`config.mk`:
```
export PLATFORM = sky130hd
export DESIGN_NAME = multi_tick_gen
export DESIGN_NICKNAME = d
export VERILOG_FILES = /design/src/rtl/multi_tick_gen_pkg.sv /design/src/rtl/tick_gen_channel.sv /design/src/rtl/multi_tick_gen.sv
export SDC_FILE = /design/constraint.sdc
export NUM_CORES = 1
export LEC_CHECK = 0
export BUFFER_PORTS_ARGS = -buffer_cell sky130_fd_sc_hd__buf_2
export CORE_MARGIN = 4
export CORE_UTILIZATION = 68
export DETAILED_ROUTE_END_ITERATION = 16
export GPL_ROUTABILITY_DRIVEN = 0
export GPL_TIMING_DRIVEN = 0
export PLACE_DENSITY = 0.88
export SLEW_MARGIN = 30
export SYNTH_ARGS = -nofsm -noshare
export SYNTH_HDL_FRONTEND = slang
export SYNTH_SLANG_ARGS = --single-unit
```
`constraint.sdc`:
```
create_clock -name clk -period 7.9 [get_ports clk]
set_input_delay 0.79 -clock clk [delete_from_list [all_inputs] [get_ports clk]]
set_output_delay 0.79 -clock clk [all_outputs]
set_load 0.03 [all_outputs]
```
`src/rtl/multi_tick_gen_pkg.sv`:
```
// multi_tick_gen_pkg: shared width default, channel state encoding and rate helper
package multi_tick_gen_pkg;

    localparam int CNT_W_DEF = 26;

    typedef enum logic {
        IDLE = 1'b0,
        RUN  = 1'b1
    } state_t;

    function automatic int unsigned HZ_TO_HALF(input int unsigned clk_hz, input int unsigned f);
        return clk_hz / (2 * f);
    endfunction

endpackage

```
`src/rtl/tick_gen_channel.sv`:
```
// tick_gen_channel: one divider channel with IDLE/RUN FSM and wrap-aligned rate reload
// Optional one-shot mode under MULTI_TICK_GEN_ONESHOT_EN
module tick_gen_channel
    import multi_tick_gen_pkg::*;
#(
    parameter int               CNT_W    = CNT_W_DEF,
    parameter logic [CNT_W-1:0] RST_HALF = '1
) (
    input  logic             clk,
    input  logic             reset,
    input  logic             i_en,
    input  logic             i_sync_clr,
    input  logic             i_wr,
    input  logic [CNT_W-1:0] i_half,
`ifdef MULTI_TICK_GEN_ONESHOT_EN
    input  logic             i_oneshot,
    output logic             o_done,
`endif
    output logic             o_clk_out,
    output logic             o_tick
);

    state_t           r_state;
    logic [CNT_W-1:0] r_cnt;
    logic [CNT_W-1:0] r_half;
    logic [CNT_W-1:0] r_pend;
    logic             r_pend_v;
    logic             w_tc;
`ifdef MULTI_TICK_GEN_ONESHOT_EN
    logic             r_os;
    logic             r_hold;
`endif

    assign w_tc = r_cnt == r_half - 1'b1;

    // Counter, FSM and outputs; a new rate only takes effect at a wrap, sync clear or stop
    always_ff @(posedge clk or negedge reset) begin
        if (!reset) begin
            r_state   <= IDLE;
            r_cnt     <= '0;
            r_half    <= RST_HALF;
            r_pend    <= '0;
            r_pend_v  <= 1'b0;
            o_clk_out <= 1'b0;
            o_tick    <= 1'b0;
`ifdef MULTI_TICK_GEN_ONESHOT_EN
            r_os      <= 1'b0;
            r_hold    <= 1'b0;
            o_done    <= 1'b0;
`endif
        end else begin
            o_tick <= 1'b0;
`ifdef MULTI_TICK_GEN_ONESHOT_EN
            o_done <= 1'b0;
            if (!i_en) r_hold <= 1'b0;
`endif
            if (r_state == IDLE) begin
                r_cnt     <= '0;
                o_clk_out <= 1'b0;
                if (i_wr) r_half <= i_half;
`ifdef MULTI_TICK_GEN_ONESHOT_EN
                if (i_en && !r_hold) begin
                    r_state <= RUN;
                    r_os    <= i_oneshot;
                end
`else
                if (i_en) r_state <= RUN;
`endif
            end else if (!i_en || i_sync_clr) begin
                r_state   <= i_en ? RUN : IDLE;
                r_cnt     <= '0;
                o_clk_out <= 1'b0;
                r_half    <= i_wr ? i_half : (r_pend_v ? r_pend : r_half);
                r_pend_v  <= 1'b0;
            end else begin
                r_cnt <= w_tc ? '0 : r_cnt + 1'b1;
                if (w_tc) begin
                    o_clk_out <= ~o_clk_out;
                    o_tick    <= ~o_clk_out;
                    if (r_pend_v) r_half <= r_pend;
                end
                if (i_wr) begin
                    r_pend   <= i_half;
                    r_pend_v <= 1'b1;
                end else if (w_tc) begin
                    r_pend_v <= 1'b0;
                end
`ifdef MULTI_TICK_GEN_ONESHOT_EN
                if (w_tc && o_clk_out && r_os) begin
                    r_state <= IDLE;
                    o_done  <= 1'b1;
                    r_hold  <= 1'b1;
                end
`endif
            end
        end
    end

endmodule

```
`src/rtl/multi_tick_gen.sv`:
```
// multi_tick_gen: NCH-channel square-wave / tick generator with run-time half-period programming
// Optional one-shot mode (oneshot/done ports) under MULTI_TICK_GEN_ONESHOT_EN
module multi_tick_gen
    import multi_tick_gen_pkg::*;
#(
    parameter int                   NCH          = 3,
    parameter int                   CNT_W        = CNT_W_DEF,
    parameter logic [NCH*CNT_W-1:0] DEFAULT_HALF = {26'd40_000, 26'd20_000_000, 26'd10_000_000}
) (
    input  logic             clk,
    input  logic             reset,
    input  logic [NCH-1:0]   ch_en,
    input  logic             sync_clr,
    input  logic             cfg_wr,
    input  logic [2:0]       cfg_ch,
    input  logic [CNT_W-1:0] cfg_half,
`ifdef MULTI_TICK_GEN_ONESHOT_EN
    input  logic [NCH-1:0]   oneshot,
    output logic [NCH-1:0]   done,
`endif
    output logic             cfg_err,
    output logic [NCH-1:0]   clk_out,
    output logic [NCH-1:0]   tick
);

    logic           w_bad;
    logic [NCH-1:0] w_wr;

    assign w_bad = cfg_wr && (cfg_half == '0 || 32'(cfg_ch) >= NCH);

    // Rejected writes report one cycle later
    always_ff @(posedge clk or negedge reset) begin
        if (!reset) cfg_err <= 1'b0;
        else        cfg_err <= w_bad;
    end

    for (genvar i = 0; i < NCH; i++) begin : g_ch
        assign w_wr[i] = cfg_wr && !w_bad && cfg_ch == 3'(i);
        tick_gen_channel #(
            .CNT_W   (CNT_W),
            .RST_HALF(DEFAULT_HALF[i*CNT_W +: CNT_W])
        ) u_ch (
            .clk       (clk),
            .reset     (reset),
            .i_en      (ch_en[i]),
            .i_sync_clr(sync_clr),
            .i_wr      (w_wr[i]),
            .i_half    (cfg_half),
`ifdef MULTI_TICK_GEN_ONESHOT_EN
            .i_oneshot (oneshot[i]),
            .o_done    (done[i]),
`endif
            .o_clk_out (clk_out[i]),
            .o_tick    (tick[i])
        );
    end

endmodule

```
; ---- After elaboration in Yosys (flattened, before gate mapping)
; Cells that the tools add are included.
[word_totals]
elab_cells = 136
ff_bits = 247
out_inout_bits = 7
[classes]
addsub = 6
n_reduce_logical = 30
n_lt_le_gt_ge = 1
n_mux = 63
eq_ne = 8
bitwise = 6
[op_table]
columns = cell, count
row1 = two-way mux 26 bit, 27
row2 = adder 26 x 1 -> 26 bit (second input constant), 3
row3 = == test 26 bit, 3
row4 = subtractor 26 x 1 -> 26 bit (second input constant), 3
row5 = two-way mux 1 bit, 36
row6 = logical NOT 26 bit, 1
row7 = AND reduction 2 bit, 6
row8 = != test 3 bit (second input constant), 3
row9 = AND reduction 3 bit, 3
row10 = nonzero test 3 bit, 3
row11 = NOT 1 bit, 6
row12 = nonzero test 2 bit, 3
row13 = logical AND 1 bit, 5
row14 = logical NOT 1 bit, 4
row15 = logical OR 1 bit, 4
row16 = == test 3 x 1 -> 1 bit (second input constant), 1
row17 = == test 3 x 2 -> 1 bit (second input constant), 1
row18 = >= comparator 3 x 2 -> 1 bit (second input constant), 1
row19 = logical NOT 3 bit, 1

; ---- Longest topological paths before layout
[depth]
ltp_word = 9
ltp_mapped = 13

; ---- Modules after synthesis
; Synthesis repeated with hierarchy kept, for this count alone.
[unflattened]
cells_unflattened = 1391
hier_area_um2 = 14502.7
[by_module_without_submodules]
columns = module, n_inst, area_each_um2, cells_per_inst
row1 = tick_gen_channel (g_ch[0].u_ch), 1, 4812.1, 470
row2 = tick_gen_channel (g_ch[1].u_ch), 1, 4767.1, 451
row3 = tick_gen_channel (g_ch[2].u_ch), 1, 4763.3, 451
row4 = multi_tick_gen, 1, 160.2, 19

; ---- Least setup slack after synthesis
; No wires, ideal clock.
[synth_path]
path_kind = reg-to-reg
start = register g_ch[0].u_ch.r_half[3]
end = register g_ch[0].u_ch.r_half[19]
slack_ps = 4150
required_time_ps = 7819
setup_time_ps = 81
synth_period_minus_slack_ps = 3750
stages_incl_launch_ff = 12
t_arrival_ps = 3670
path_buffers = 3
cell_sequence = dfrtp_1 buf_6 or4_4 or3_4 a2111oi_4 nand3_1 or4_1 or4b_1 or4_1 buf_2 buf_6 a32oi_1
[synth_between]
elab_chain_len = 4
[synth_lines]
columns = element, line_no
row1 = "start, declared", tick_gen_channel.sv:25  ; logic [CNT_W-1:0] r_half;
row2 = "start signal, assigned", tick_gen_channel.sv:60  ; if (i_wr) r_half <= i_half;
row3 = "start signal, assigned", tick_gen_channel.sv:73  ; r_half <= i_wr ? i_half : (r_pend_v ? r_pend : r_half);
row4 = "start signal, assigned", tick_gen_channel.sv:80  ; if (r_pend_v) r_half <= r_pend;
row5 = subtractor 26 x 1 -> 26 bit, tick_gen_channel.sv:34  ; assign w_tc = r_cnt == r_half - 1'b1;
row6 = == test 26 bit, tick_gen_channel.sv:34
row7 = != test 3 bit (no source line), n/a
row8 = AND reduction 2 bit (no source line), n/a
; Every way passes these cells.
; A chain may end at the register's enable or synchronous reset.

; ---- Worst setup path in the final report
[layout_path]
start = register g_ch[1].u_ch.r_half[5]
end = register g_ch[1].u_ch.r_half[9]
[layout_between]
elab_chain_len = 4
[layout_lines]
columns = element, line_no
row1 = "start, declared", tick_gen_channel.sv:25
row2 = "start signal, assigned", tick_gen_channel.sv:60
row3 = "start signal, assigned", tick_gen_channel.sv:73
row4 = "start signal, assigned", tick_gen_channel.sv:80
row5 = subtractor 26 x 1 -> 26 bit, tick_gen_channel.sv:34
row6 = == test 26 bit, tick_gen_channel.sv:34
row7 = != test 3 bit (no source line), n/a
row8 = AND reduction 2 bit (no source line), n/a
; Every way passes these cells.

==> impl_metrics.py <==
metrics = {
    "outcome": {
        "outcome": "completed",
    },
    "flow_run": {
        "drv_cap": 0,
    },
    "critical_path": {
        "endpoint_kind": "flip-flop",
        "cp.required_ps": 8350,
        "cp-startpoint": "g_ch[1].u_ch.r_half[5]$_DFFE_PN0P_",
        "r2r_cells": 9,
        "max_stage_delay_ps": 930,
        "critPathMaxFanout": 10,
        "cp_top_family": "simple AND/OR/NAND/NOR gates",
        "cp-endpoint": "g_ch[1].u_ch.r_half[9]$_DFFE_PN0P_",
        "r2r-start": "g_ch[1].u_ch.r_half[5]$_DFFE_PN0P_",
        "crit_type": "reg2reg",
        "cp-start-kind": "flip-flop",
        "path_cells": "or4_1 -> nor4_2 -> nand3b_1 -> xnor2_1 -> a2111oi_0 -> nand4_1 -> a221oi_2 -> clkbuf_1 -> a2bb2oi_1",
        "slowest_stage": "a2111oi_0",
        "rrSetupSlack_ps": 2810,
        "worstPathArrival_ps": 5540,
        "r2r_end": "g_ch[1].u_ch.r_half[9]$_DFFE_PN0P_",
        "path_buf_inv": 1,
        "path_depth": 9,
    },
    "layout": {
        "multi_input_area_um2": 7080,
        "layout.nets": 1484,
        "antennaDiodeCount": 0,
        "area.sequential_um2": 6210,
        "syn_to_final_growth_pct": 11.0,
        "drive_above_1_share_pct": 15.1,
        "fillers": 1324,
    },
    "clock_tree": {
        "clock_sinks": 247,
        "ctsRootBufferMaster": "clkbuf_16",
        "post_cts_buffers": 0,
        "clk_latency_ps": 530,
        "post_cts_resized": 0,
        "holdBufCountCts": 0,
        "htreeDepth": 1,
        "cts_tree": "built",
        "clkTransAtPathRegs_ps": 70,
        "numCtsBuffers": 25,
        "clockBufferDepth": 3,
    },
    "detailed_routing": {
        "drcViolationCount": 0,
        "drt_wl_total_um": 34300,
        "via_per_inst": 6.48,
        "wire_per_inst_um": 19.9,
        "drt_iter0_markers": 719,
        "antenna_left": 0,
        "first_pass_iters": 5,
        "num_vias": 11180,
    },
    "timing": {
        "report.final.hold_viol_count": 0,
        "setup_violations": 0,
        "clock.fmax_mhz": 196,
        "slew_headroom_pct": 27.2,
        "period_share_pct": 64.5,
        "slew_violations": 0,
        "finalSetupTns_ps": 0,
        "tightest_slew_ps": 1060,
        "min_period_ps": 5090,
        "rsz0062_at_grt": "false",
        "skew_ps": 14.3,
    },
    "logic_synthesis": {
        "synthDistinctLibCells": 69,
        "synth_edf_count": 0,
        "synthCells": 1371,
        "yosys_register_bits": 247,
        "synth.avg_cell_area_um2": 10.0,
        "ys.flop_type": "dfrtp_1",
        "syn_area_um2": 13700,
        "synthArstFlopShare_pct": 100,
        "seq_area_frac_synth_pct": 45.2,
        "syn_nets": 1413,
        "yosysWarnings": 0,
    },
    "die": {
        "coreArea_um2": 19700,
        "die_h_um": 150,
        "die_area_um2": 22500,
        "num_rows": 51,
        "io_pins": 43,
        "start_util_pct": 69.9,
        "fp.dieW_um": 150,
    },
    "power": {
        "switching_share_pct": 28.8,
        "clockPowerShare_pct": 36.6,
        "seq_power_share_pct": 44.7,
        "p_comb_share_pct": 18.7,
        "p_int_uw": 2520,
        "vdd.ir_drop.worst_mv": 0.191,
        "p_leak_uw": 0.00616,
        "power_density_nw_per_um2": 232,
        "total_power_uw": 3540,
        "p_switching_uw": 1020,
    },
    "grt": {
        "antenna_found_initial": 0,
        "grt_max_degree": 93,
        "grt_util_all_layers_pct": 31.0,
        "grt_pass1_vias": 11131,
        "overflow": 0,
        "grt_pass1_wl_um": 56400,
    },
    "placement": {
        "place_hpwl_um": 24100,
        "io_buffers": 42,
    },
    "min_path": {
        "min_path_type": "in2async",
    },
}
routing by layer:
metal	part of all wire [%]	wire length (µm)	track usage, %
met1	41	13900	40.9
met2	48	16600	52.1
met3	6.1	2110	3.79
met4	4.9	1690	13.8
met5	0	0	0
cells in the mapped netlist (21+ instances only):
| master | instances | area, µm² |
|---|---|---|
| nand3_1 | 40 | 200 |
| nand2_1 | 58 | 218 |
| o21ai_0 | 37 | 185 |
| o22ai_1 | 27 | 169 |
| mux2_2 | 78 | 878 |
| nand4_1 | 27 | 169 |
| nor2_1 | 154 | 578 |
| dfstp_2 | 21 | 552 |
| nor4_1 | 25 | 156 |
| and3_1 | 21 | 131 |
| nor3_1 | 28 | 140 |
| clkbuf_1 | 68 | 255 |
| nand2b_1 | 38 | 238 |
| nand3b_1 | 30 | 225 |
| o31ai_1 | 30 | 225 |
| a2bb2oi_1 | 53 | 464 |
| dfrtp_1 | 226 | 5660 |
| xnor2_1 | 84 | 736 |
| a32oi_1 | 27 | 236 |
| xor2_1 | 82 | 718 |
through the flow:
step	cell area, µm²	std cells	util, %	setup WS (ps)	hold WS [ps]
6_report	15300	1726	77.6	2810	236
5_1_grt	15300	1726	77.6	2640	271
4_1_cts	15200	1726	77.6	2990	254
3_5_place_dp	14400	1680	73.0	3050	484
3_3_place_gp	14300	1678	72.7	1840	477
2_1_floorplan	13700	1371	-	4150	444
power by group through the flow:
stage | Combinational (µW) | Clock, µW | Sequential [µW]
after floorplan | 490 | 0 | 1550
after global placement | 613 | 0 | 1580
after detailed placement | 644 | 0 | 1590
after CTS | 654 | 1300 | 1580
after global routing | 722 | 1350 | 1600
final | 661 | 1300 | 1580
area by class of cell:
class	instances	area share [%]
inverter	21	0.517
timing repair buffer	44	1.80
clock inverter	12	1.24
clock buffer	34	4.65
multi-input combinational	1016	46.4
sequential	247	40.7
tap	265	2.17
buffer	87	2.48
flip-flops by register name (all words and copies together) (netlist names):
name                 flops
g_ch.u_ch.o_tick         3
cfg_err                  1
g_ch.u_ch.r_pend        78
g_ch.u_ch.r_cnt         78
g_ch.u_ch.r_state        3
g_ch.u_ch.r_half        78
g_ch.u_ch.r_pend_v       3
g_ch.u_ch.o_clk_out      3
logic make-up (layout without fill, tap and decap cells):
kind of cell    count (synthesis)  count (layout)  synth area share, %
compound gates                258             258                 14.1
xor+xnor                      166             166                 10.6
fa+ha+maj                       6               6                0.546
buf+inv                       108             198                 3.32
flops                         247             247                 45.2
mux                            80              80                 6.54
simple gates                  506             506                 19.7
cell usage in the layout, fill, tap and decap left out, types with 10 or more instances in the layout:
master,netlist,routed
inv_1,20,20
dfrtp_1,226,226
o31ai_1,30,29
a2bb2oi_1,53,53
nand4_1,27,27
clkbuf_16,0,25
a32oi_1,27,27
nand3b_1,30,30
buf_2,5,46
o22ai_1,27,27
nand3_1,40,40
and3_1,21,21
or4_1,13,13
nand2b_1,38,38
clkbuf_1,68,72
nor3_1,28,28
dfstp_2,21,21
and4_1,10,10
or3_1,12,12
and2_1,11,11
xor2_1,82,82
xnor2_1,84,84
mux2_2,78,78
o21ai_0,37,37
nand2_1,58,58
nor2_1,154,154
a21oi_1,20,20
nor4_1,25,25
worst min-delay path by stage:
stage / from / end / cells past startpoint
after CTS: reset / g_ch[2].u_ch.r_cnt[2]$_DFF_PN0_ / 1
after global placement: g_ch[2].u_ch.r_pend[0]$_DFFE_PN0P_ / g_ch[2].u_ch.r_pend[0]$_DFFE_PN0P_ / 1
final: reset / g_ch[2].u_ch.r_cnt[2]$_DFF_PN0_ / 1
after detailed placement: g_ch[2].u_ch.r_pend[21]$_DFFE_PN0P_ / g_ch[2].u_ch.r_pend[21]$_DFFE_PN0P_ / 1
after global routing: reset / g_ch[2].u_ch.r_cnt[2]$_DFF_PN0_ / 1
after floorplan: g_ch[2].u_ch.o_clk_out$_DFFE_PN0P_ / g_ch[2].u_ch.o_tick$_DFF_PN0_ / 1
worst register-to-register path: stages (launching register included):
cell	delay, ps
dfrtp_1	420
or4_1	630
nor4_2	760
nand3b_1	180
xnor2_1	240
a2111oi_0	930
nand4_1	510
a221oi_2	690
clkbuf_1	430
a2bb2oi_1	220
Power figures use the tool's default switching activity.
